## src/rtl/memory_arbiter_if.sv

```systemverilog
// Bundle of per-CU request/bus signals and the muxed memory port of memory_arbiter.
// slave: the arbiter side; master: the CU/memory side driving requests.
interface memory_arbiter_if #(
    parameter int unsigned NUM_REQ         = 4,
    parameter int unsigned memory_size_log = 10,
    parameter int unsigned data_width      = 32
);
    logic [NUM_REQ-1:0]                 i_Request;
    logic [NUM_REQ*memory_size_log-1:0] i_Address;
    logic [NUM_REQ-1:0]                 i_Write_Enable;
    logic [NUM_REQ*data_width-1:0]      i_Write_Data;
    logic [NUM_REQ-1:0]                 o_Grant;
    logic [memory_size_log-1:0]         o_Memory_Address;
    logic                               o_Memory_Write_Enable;
    logic [data_width-1:0]              o_Memory_Write_Data;
    logic                               o_Busy;
    logic                               o_Timeout;

    modport slave (
        input  i_Request, i_Address, i_Write_Enable, i_Write_Data,
        output o_Grant, o_Memory_Address, o_Memory_Write_Enable, o_Memory_Write_Data,
        output o_Busy, o_Timeout
    );

    modport master (
        output i_Request, i_Address, i_Write_Enable, i_Write_Data,
        input  o_Grant, o_Memory_Address, o_Memory_Write_Enable, o_Memory_Write_Data,
        input  o_Busy, o_Timeout
    );
endinterface

```

## src/rtl/memory_arbiter.sv

```systemverilog
// Round-robin, non-preemptive arbiter sharing one data memory among NUM_REQ CUs.
// Define ARB_HOLD_TIMEOUT_EN to revoke any grant held for MAX_HOLD cycles.
module memory_arbiter #(
    parameter int unsigned NUM_REQ         = 4,
    parameter int unsigned REQ_LOG         = 2,
    parameter int unsigned memory_size_log = 10,
    parameter int unsigned data_width      = 32,
    parameter int unsigned MAX_HOLD        = 64
) (
    input logic              i_Clock,
    input logic              i_Reset,
    memory_arbiter_if.slave  arb_bus
);
    typedef enum logic [0:0] {StIdle, StGrant} state_e;

    state_e               state_q, state_d;
    logic [NUM_REQ-1:0]   grant_q, grant_d;
    logic [REQ_LOG-1:0]   last_q, last_d;
    logic                 found;
    logic [REQ_LOG-1:0]   win;

    if (NUM_REQ < 2 || (1 << REQ_LOG) < NUM_REQ || MAX_HOLD < 1) begin : g_param_check
        $error("memory_arbiter: inconsistent parameters");
    end

`ifdef ARB_HOLD_TIMEOUT_EN
    localparam int unsigned CntW = (MAX_HOLD > 1) ? $clog2(MAX_HOLD) : 1;
    logic [CntW-1:0] hold_q, hold_d;
    logic            timeout_q, timeout_d;
`endif

    // First requester after the previous winner, wrapping around.
    always_comb begin
        found = 1'b0;
        win   = '0;
        for (int unsigned i = 1; i <= NUM_REQ; i++) begin
            int unsigned        cand;
            logic [REQ_LOG-1:0] idx;
            cand = (32'(last_q) + i) % NUM_REQ;
            idx  = cand[REQ_LOG-1:0];
            if (!found && arb_bus.i_Request[idx]) begin
                found = 1'b1;
                win   = idx;
            end
        end
    end

    always_comb begin
        state_d = state_q;
        grant_d = grant_q;
        last_d  = last_q;
`ifdef ARB_HOLD_TIMEOUT_EN
        hold_d    = hold_q;
        timeout_d = 1'b0;
`endif
        case (state_q)
            StIdle: begin
                if (found) begin
                    grant_d      = '0;
                    grant_d[win] = 1'b1;
                    last_d       = win;
                    state_d      = StGrant;
`ifdef ARB_HOLD_TIMEOUT_EN
                    hold_d       = '0;
`endif
                end
            end
            StGrant: begin
                // last_q always names the current owner while granted.
                if (!arb_bus.i_Request[last_q]) begin
                    grant_d = '0;
                    state_d = StIdle;
                end
`ifdef ARB_HOLD_TIMEOUT_EN
                else if (hold_q == CntW'(MAX_HOLD - 1)) begin
                    grant_d   = '0;
                    timeout_d = 1'b1;
                    state_d   = StIdle;
                end else begin
                    hold_d = hold_q + 1'b1;
                end
`endif
            end
            default: state_d = StIdle;
        endcase
    end

    always_ff @(posedge i_Clock) begin
        if (i_Reset) begin
            state_q <= StIdle;
            grant_q <= '0;
            last_q  <= REQ_LOG'(NUM_REQ - 1);
`ifdef ARB_HOLD_TIMEOUT_EN
            hold_q    <= '0;
            timeout_q <= 1'b0;
`endif
        end else begin
            state_q <= state_d;
            grant_q <= grant_d;
            last_q  <= last_d;
`ifdef ARB_HOLD_TIMEOUT_EN
            hold_q    <= hold_d;
            timeout_q <= timeout_d;
`endif
        end
    end

    // One-hot AND-OR mux; an all-zero grant yields an all-zero memory port.
    always_comb begin
        arb_bus.o_Memory_Address      = '0;
        arb_bus.o_Memory_Write_Enable = 1'b0;
        arb_bus.o_Memory_Write_Data   = '0;
        for (int unsigned n = 0; n < NUM_REQ; n++) begin
            if (grant_q[n]) begin
                arb_bus.o_Memory_Address      |= arb_bus.i_Address[n*memory_size_log +: memory_size_log];
                arb_bus.o_Memory_Write_Enable |= arb_bus.i_Write_Enable[n];
                arb_bus.o_Memory_Write_Data   |= arb_bus.i_Write_Data[n*data_width +: data_width];
            end
        end
    end

    assign arb_bus.o_Grant = grant_q;
    assign arb_bus.o_Busy  = |grant_q;
`ifdef ARB_HOLD_TIMEOUT_EN
    assign arb_bus.o_Timeout = timeout_q;
`else
    assign arb_bus.o_Timeout = 1'b0;
`endif
endmodule

```

## src/flat_wrapper.sv

```systemverilog
// flat-port wrapper written by rule: the top's interface ports become plain ports
module memory_arbiter_flat 
#(
    parameter int unsigned NUM_REQ         = 4,
    parameter int unsigned REQ_LOG         = 2,
    parameter int unsigned memory_size_log = 10,
    parameter int unsigned data_width      = 32,
    parameter int unsigned MAX_HOLD        = 64
)
  (i_Clock, i_Reset, arb_bus_i_Request, arb_bus_i_Address, arb_bus_i_Write_Enable, arb_bus_i_Write_Data, arb_bus_o_Grant, arb_bus_o_Memory_Address, arb_bus_o_Memory_Write_Enable, arb_bus_o_Memory_Write_Data, arb_bus_o_Busy, arb_bus_o_Timeout);
  memory_arbiter_if #(.NUM_REQ(NUM_REQ), .memory_size_log(memory_size_log), .data_width(data_width)) arb_bus_i ();
  input logic i_Clock;
  input logic i_Reset;
  input wire logic [$bits(arb_bus_i.i_Request)-1:0] arb_bus_i_Request;
  input wire logic [$bits(arb_bus_i.i_Address)-1:0] arb_bus_i_Address;
  input wire logic [$bits(arb_bus_i.i_Write_Enable)-1:0] arb_bus_i_Write_Enable;
  input wire logic [$bits(arb_bus_i.i_Write_Data)-1:0] arb_bus_i_Write_Data;
  output wire logic [$bits(arb_bus_i.o_Grant)-1:0] arb_bus_o_Grant;
  output wire logic [$bits(arb_bus_i.o_Memory_Address)-1:0] arb_bus_o_Memory_Address;
  output wire logic [$bits(arb_bus_i.o_Memory_Write_Enable)-1:0] arb_bus_o_Memory_Write_Enable;
  output wire logic [$bits(arb_bus_i.o_Memory_Write_Data)-1:0] arb_bus_o_Memory_Write_Data;
  output wire logic [$bits(arb_bus_i.o_Busy)-1:0] arb_bus_o_Busy;
  output wire logic [$bits(arb_bus_i.o_Timeout)-1:0] arb_bus_o_Timeout;
  assign arb_bus_i.i_Request = arb_bus_i_Request;
  assign arb_bus_i.i_Address = arb_bus_i_Address;
  assign arb_bus_i.i_Write_Enable = arb_bus_i_Write_Enable;
  assign arb_bus_i.i_Write_Data = arb_bus_i_Write_Data;
  assign arb_bus_o_Grant = arb_bus_i.o_Grant;
  assign arb_bus_o_Memory_Address = arb_bus_i.o_Memory_Address;
  assign arb_bus_o_Memory_Write_Enable = arb_bus_i.o_Memory_Write_Enable;
  assign arb_bus_o_Memory_Write_Data = arb_bus_i.o_Memory_Write_Data;
  assign arb_bus_o_Busy = arb_bus_i.o_Busy;
  assign arb_bus_o_Timeout = arb_bus_i.o_Timeout;
  memory_arbiter #(.NUM_REQ(NUM_REQ), .REQ_LOG(REQ_LOG), .memory_size_log(memory_size_log), .data_width(data_width), .MAX_HOLD(MAX_HOLD)) u_core (.i_Clock(i_Clock), .i_Reset(i_Reset), .arb_bus(arb_bus_i));
endmodule
```

## config.mk

```make
export PLATFORM = sky130hd
export DESIGN_NAME = memory_arbiter_flat
export DESIGN_NICKNAME = d
export VERILOG_FILES = /design/src/rtl/memory_arbiter_if.sv /design/src/rtl/memory_arbiter.sv /design/src/flat_wrapper.sv
export SDC_FILE = /design/constraint.sdc
export NUM_CORES = 1
export LEC_CHECK = 0
export ABC_AREA = 1
export CAP_MARGIN = 20
export CORE_AREA = 2 2 89 91
export CTS_BUF_LIST = sky130_fd_sc_hd__clkbuf_2
export CTS_CLUSTER_DIAMETER = 100
export DETAILED_ROUTE_END_ITERATION = 8
export DIE_AREA = 0 0 91 93
export PLACE_DENSITY = 0.74
export SYNTH_ARGS = -nofsm -noshare
export SYNTH_HDL_FRONTEND = slang
export SYNTH_SLANG_ARGS = --single-unit
```

## constraint.sdc

```tcl
create_clock -name i_Clock -period 2 [get_ports i_Clock]
set_clock_uncertainty 0.05 [all_clocks]
set_input_delay 0.3 -clock i_Clock [delete_from_list [all_inputs] [get_ports i_Clock]]
set_output_delay 0.3 -clock i_Clock [all_outputs]
set_load 0.01 [all_outputs]
```

Yosys cells after proc, flatten, opt, wreduce, memory -nomap -nowiden:

Index checks and enable logic that the tools add are counted.
W data, S select, Z words.

* logic and storage cells: 74
* bits of input ports: 178
* register bits after elaboration: 7
* RAM bits: 0
* bits in latches: 0
* ROM bits: 0
* memories: 0
* output and inout port bits: 49

* $mul: 0
* mux-type cells: 38
* divide/modulo/power cells: 0
* eq/ne operators: 2
* $lt $le $gt $ge: 7
* bitwise gates (word level): 10
* shift-type cells: 0
* reduce and logical (&&, ||, !) cells: 10
* $add $sub $neg: 4

Operators by type and width (count)
* $mux W32: 4
* $or A32 B32 Y32: 3
* $mux W10: 4
* $or A10 B10 Y10: 3
* $lt A2 B3 Y1 const B: 6
* $mux W1: 16
* $bmux W1 S2: 5
* $mux W2: 4
* $mux W4: 2
* $pmux W4 S2: 1
* $add A2 B1 Y2 const B: 2
* $add A2 B2 Y2 const B: 2
* $logic_and A1 B1 Y1: 4
* $reduce_and A2 Y1: 2
* $reduce_or A4 Y1: 1
* $logic_not A1 Y1: 3
* $or A1 B1 Y1: 3
* $demux W1 S2: 1
* $ge A2 B1 Y1 const B: 1
* $ne A2 B1 Y1 const B: 1
* $ne A2 B2 Y1 const B: 1
* $pmux W1 S2: 1
* $not A1 Y1: 1

Logic depth before layout (Yosys ltp):

* word-level depth: 19
* gate-level depth with buffers: 13
* mapped depth without buffers: 12

Worst setup path after synthesis:

OpenSTA, ideal clock, no wires.

* kind: reg-to-reg
* start: reg u_core.last_q[0]
* end: reg u_core.last_q[0]
* setup time: 0.119 ns
* slack: 0.559 ns
* required time: 1.831 ns
* arrival: 1.272 ns
* period minus slack after synthesis: 1.441 ns
* stages on the path, launching flop included: 13
* buffers on the path: 1
* path through: dfxtp_1 -> inv_2 -> buf_6 -> nand2_1 -> nand2_2 -> nand2_4 -> nand2_4 -> nor2_4 -> nand3_2 -> nand2_4 -> inv_2 -> a21oi_1 -> o21ai_1

* word-level cells in the longest chain between the ends: 14
* elaborated cells on any way between the ends: 27
* classes of those cells: add/sub: 4; mux: 16; reduce/logical: 7

Ends and longest elaborated chain
* from (decl): line memory_arbiter.sv:18 `logic [REQ_LOG-1:0] last_q, last_d;`
* from (signal assigned): line memory_arbiter.sv:92 `last_q <= REQ_LOG'(NUM_REQ - 1);`
* from (signal assigned): line memory_arbiter.sv:100 `last_q <= last_d;`
* $add A2 B1 Y2: line memory_arbiter.sv:39 `cand = (32'(last_q) + i) % NUM_REQ;`
* $bmux W1 S2: line memory_arbiter.sv:41 `if (!found && arb_bus.i_Request[idx]) begin`
* $mux W1 (not written as such): line memory_arbiter.sv:41
* $mux W1: line memory_arbiter.sv:41
* $logic_not A1 Y1: line memory_arbiter.sv:41
* $logic_and A1 B1 Y1: line memory_arbiter.sv:41
* $mux W1: line memory_arbiter.sv:41
* $logic_not A1 Y1: line memory_arbiter.sv:41
* $logic_and A1 B1 Y1: line memory_arbiter.sv:41
* $mux W1: line memory_arbiter.sv:41
* $logic_not A1 Y1: line memory_arbiter.sv:41
* $logic_and A1 B1 Y1: line memory_arbiter.sv:41
* $mux W1: line memory_arbiter.sv:41
* $reduce_and A2 Y1 (no source line)

Parallel ways exist; a longest one is shown, timed or not. The select of a mux whose other input is x is not followed.
A chain may end at the register's enable or synchronous reset.

Worst setup path after layout:

* start: reg u_core.grant_q[3] (netlist: u_core.arb_bus.o_Grant[3])
* end: out arb_bus_o_Memory_Address[0]

* word-level cells in the longest chain between the ends: 1

Ends and longest elaborated chain
* from (decl): line memory_arbiter.sv:17 `logic [NUM_REQ-1:0] grant_q, grant_d;`
* from (signal assigned): line memory_arbiter.sv:99 `grant_q <= grant_d;`
* $mux W10: line memory_arbiter.sv:114 `if (grant_q[n]) begin`
* to (decl): line flat_wrapper.sv:19 `output wire logic [$bits(arb_bus_i.o_Memory_Address)-1:0] arb_bus_o_Memory_Address;`

No other way between the ends.

==> summary.txt <==
Die Span X: 91 um
CTS root buf: clkbuf_2
CP arrival: 1.58 ns
PortBufs: 225
First-pass GRT wire length: 14380 um
ANT cells: 0
Vias per cell: 4.614
Top post-synthesis cells by area: nand2_1, nand4_1, dfxtp_1
WL per Instance: 14.39 um
TritonRoute pass-1 iters: 4
Most frequent cell after synthesis: nand2_1
Unrepaired setup endpoints after global routing: false
Status: complete, no violations
Crit-path max FO: 29
Xor/xnor share of the synthesized area: 0%
Slew Viols, Final: 0
Yosys warning count: 0
Syn nets: 514
Crit path capture type: output pin
Critical Path RT: 1.65 ns
Share of layout cells above drive strength 1: 7.078%
Worst Setup Path Type: reg2out
Initial Util: 21.48%
Main combinational cell family by area after synthesis: simple AND/OR/NAND/NOR gates
Cells after synthesis: 336
Post-Synth Simple-Gate Area: 78.87%
IO Pins: 227
Pwr dens: 1078 nW/um^2
Slowest cell on crit path: clkdlybuf4s50_1
Die height: 93 um
Max Root-Sink Buffers: 2
Final net count: 730
Static leakage: 1.625 nW
Share of the synthesized area in the top cell type: 47.37%
Adder-cell area share of the yosys netlist: 0%
Utilization after layout: 53.91%
Post-synth top cells: nand2_1, nand4_1, clkbuf_1
Clk pin slew, worst setup/hold paths: 0.07 ns
H-tree lvl count: 1
Overall Power: 4.373 mW
DRC errors left: 0
Layout Cells excl Fill: 653
Final Cell Area: 4058 sq um
Number of synthesized register bits: 7
Prevailing post-synth register cell: dfxtp_1
Post-synthesis sequential area ratio: 8.669%
Max incr delay on CP: 0.54 ns
Kind of launch point of the worst setup path: register
Placed cells: 649
Die ar.: 8463 sq um
# rows: 32
Area leader, netlist: nand2_1
Antenna violations before repair: 0
Sum Neg Setup Slack: 0 ns
GRT Total Usage: 20.69%
Worst-Skew Late Latency: 0.23 ns
Compound-Gate Fraction of Synth Area: 2.786%
GP Congestion: 0.8172
Setup violators final: 0
Routed Antenna Nets: 0
Pre-CTS setup slack: 0.1046 ns
Vias in the first global route: 2933
Async SR Flop Fraction: 0%
Post-synth cell types: 23
Worst setup margin: 0.06913 ns
Via count of the routed design: 3013
Drt initial violations: 86
Total core area: 7527 sq um
Crit-path cells: buf_12, nand2_1, nand4_1, clkdlybuf4s50_1
Routed WL: 9397 um
CP top delay family: buffers and inverters
Maximum vdd drop: 0.6900 mV
MaxCap Viol Count: 0
Final Cycle Share: 96.54%
Post-Syn Area per Cell: 4.811 sq um
Critical path buffers and inverters: 2
Largest net degree at the start of global routing: 35
Post-synth EDFFs: 0
Mapped Area: 1617 sq um
Min-delay worst type: reg2reg
CTS tree: done
CTS sink cnt: 7
Placed inst area: 4034 sq um
Fmax: 517.9 MHz
Hold WS: 0.5801 ns
Final Hold Violating Endpoints: 0
Layout overhead on the synthesized area: 151.0%
Mux contribution to synthesized area: 0%
HPWL after DPL: 7692 um
Final min period: 1.931 ns
GRT overflow: 0
CTS Buf Count: 3
timing repair:
action / in CTS / in global routing
hold buffers: 0 / 0
buffers inserted: 0 / 0
gates cloned: 0 / 0
resized for setup: 1 / 2
endpoints found under the hold margin: 0 / 0
endpoints found under the setup margin: 1 / 2
area by class of cell:
class	instances	area, sq um
fill	755	3470
timing repair buffer	234	2399
multi-input combinational	295	1324
sequential	7	145.1
tap	102	127.6
inverter	11	42.54
clock buffer	4	20.02
final timing paths:
check | startpoint | end | slack [ns] | cells after the start
setup / recovery | u_core.arb_bus.o_Grant[3] | arb_bus_o_Memory_Address[0] | 0.07 | 4
hold / removal | u_core.state_q | u_core.state_q | 0.58 | 3
setup reg to reg | u_core.last_q[0] | u_core.arb_bus.o_Grant[1] | 0.34 | 11
hold reg to reg | u_core.state_q | u_core.state_q | 0.58 | 3
metal layers:
| metal | GRT usage, % | wire, um |
|---|---|---|
| met1 | 24.16 | 3811 |
| met2 | 38.02 | 4628 |
| met3 | 6.285 | 891 |
| met4 | 2.904 | 65 |
| met5 | 0 | 0 |
kinds of logic after synthesis:
logic type,count (synthesis)
buffers and inverters,34
flip-flops,7
AO/OA/AOI/OAI,9
other,1
AND/OR/NAND/NOR,285
registers in the layout (all words and copies together), names as in the netlist:
name,count
u_core.arb_bus.o_Grant,4
u_core.last_q,2
u_core.state_q,1
worst min-delay path, cell delays in order, from the launching register on:
cell      delay [ns]
dfxtp_1         0.31
nand2_1         0.15
nand3b_1        0.09
inv_1           0.05
cells in the final DEF, fill, tap and decap left out, types with 4 or more instances in the layout:
cell / count
dfxtp_2: 4
clkbuf_2: 4
inv_1: 7
nand4_1: 44
nand2_1: 204
a21oi_1: 7
clkdlybuf4s50_1: 222
nand3_1: 15
buf_12: 6
nand2_2: 10
where the power goes:
part           internal, mW  switching [mW]  total, mW
Sequential            0.205          0.0778      0.282
Clock                0.0532          0.0511      0.104
Combinational          2.05            1.94       3.99
Note: power is estimated with default switching activity, not from simulation.
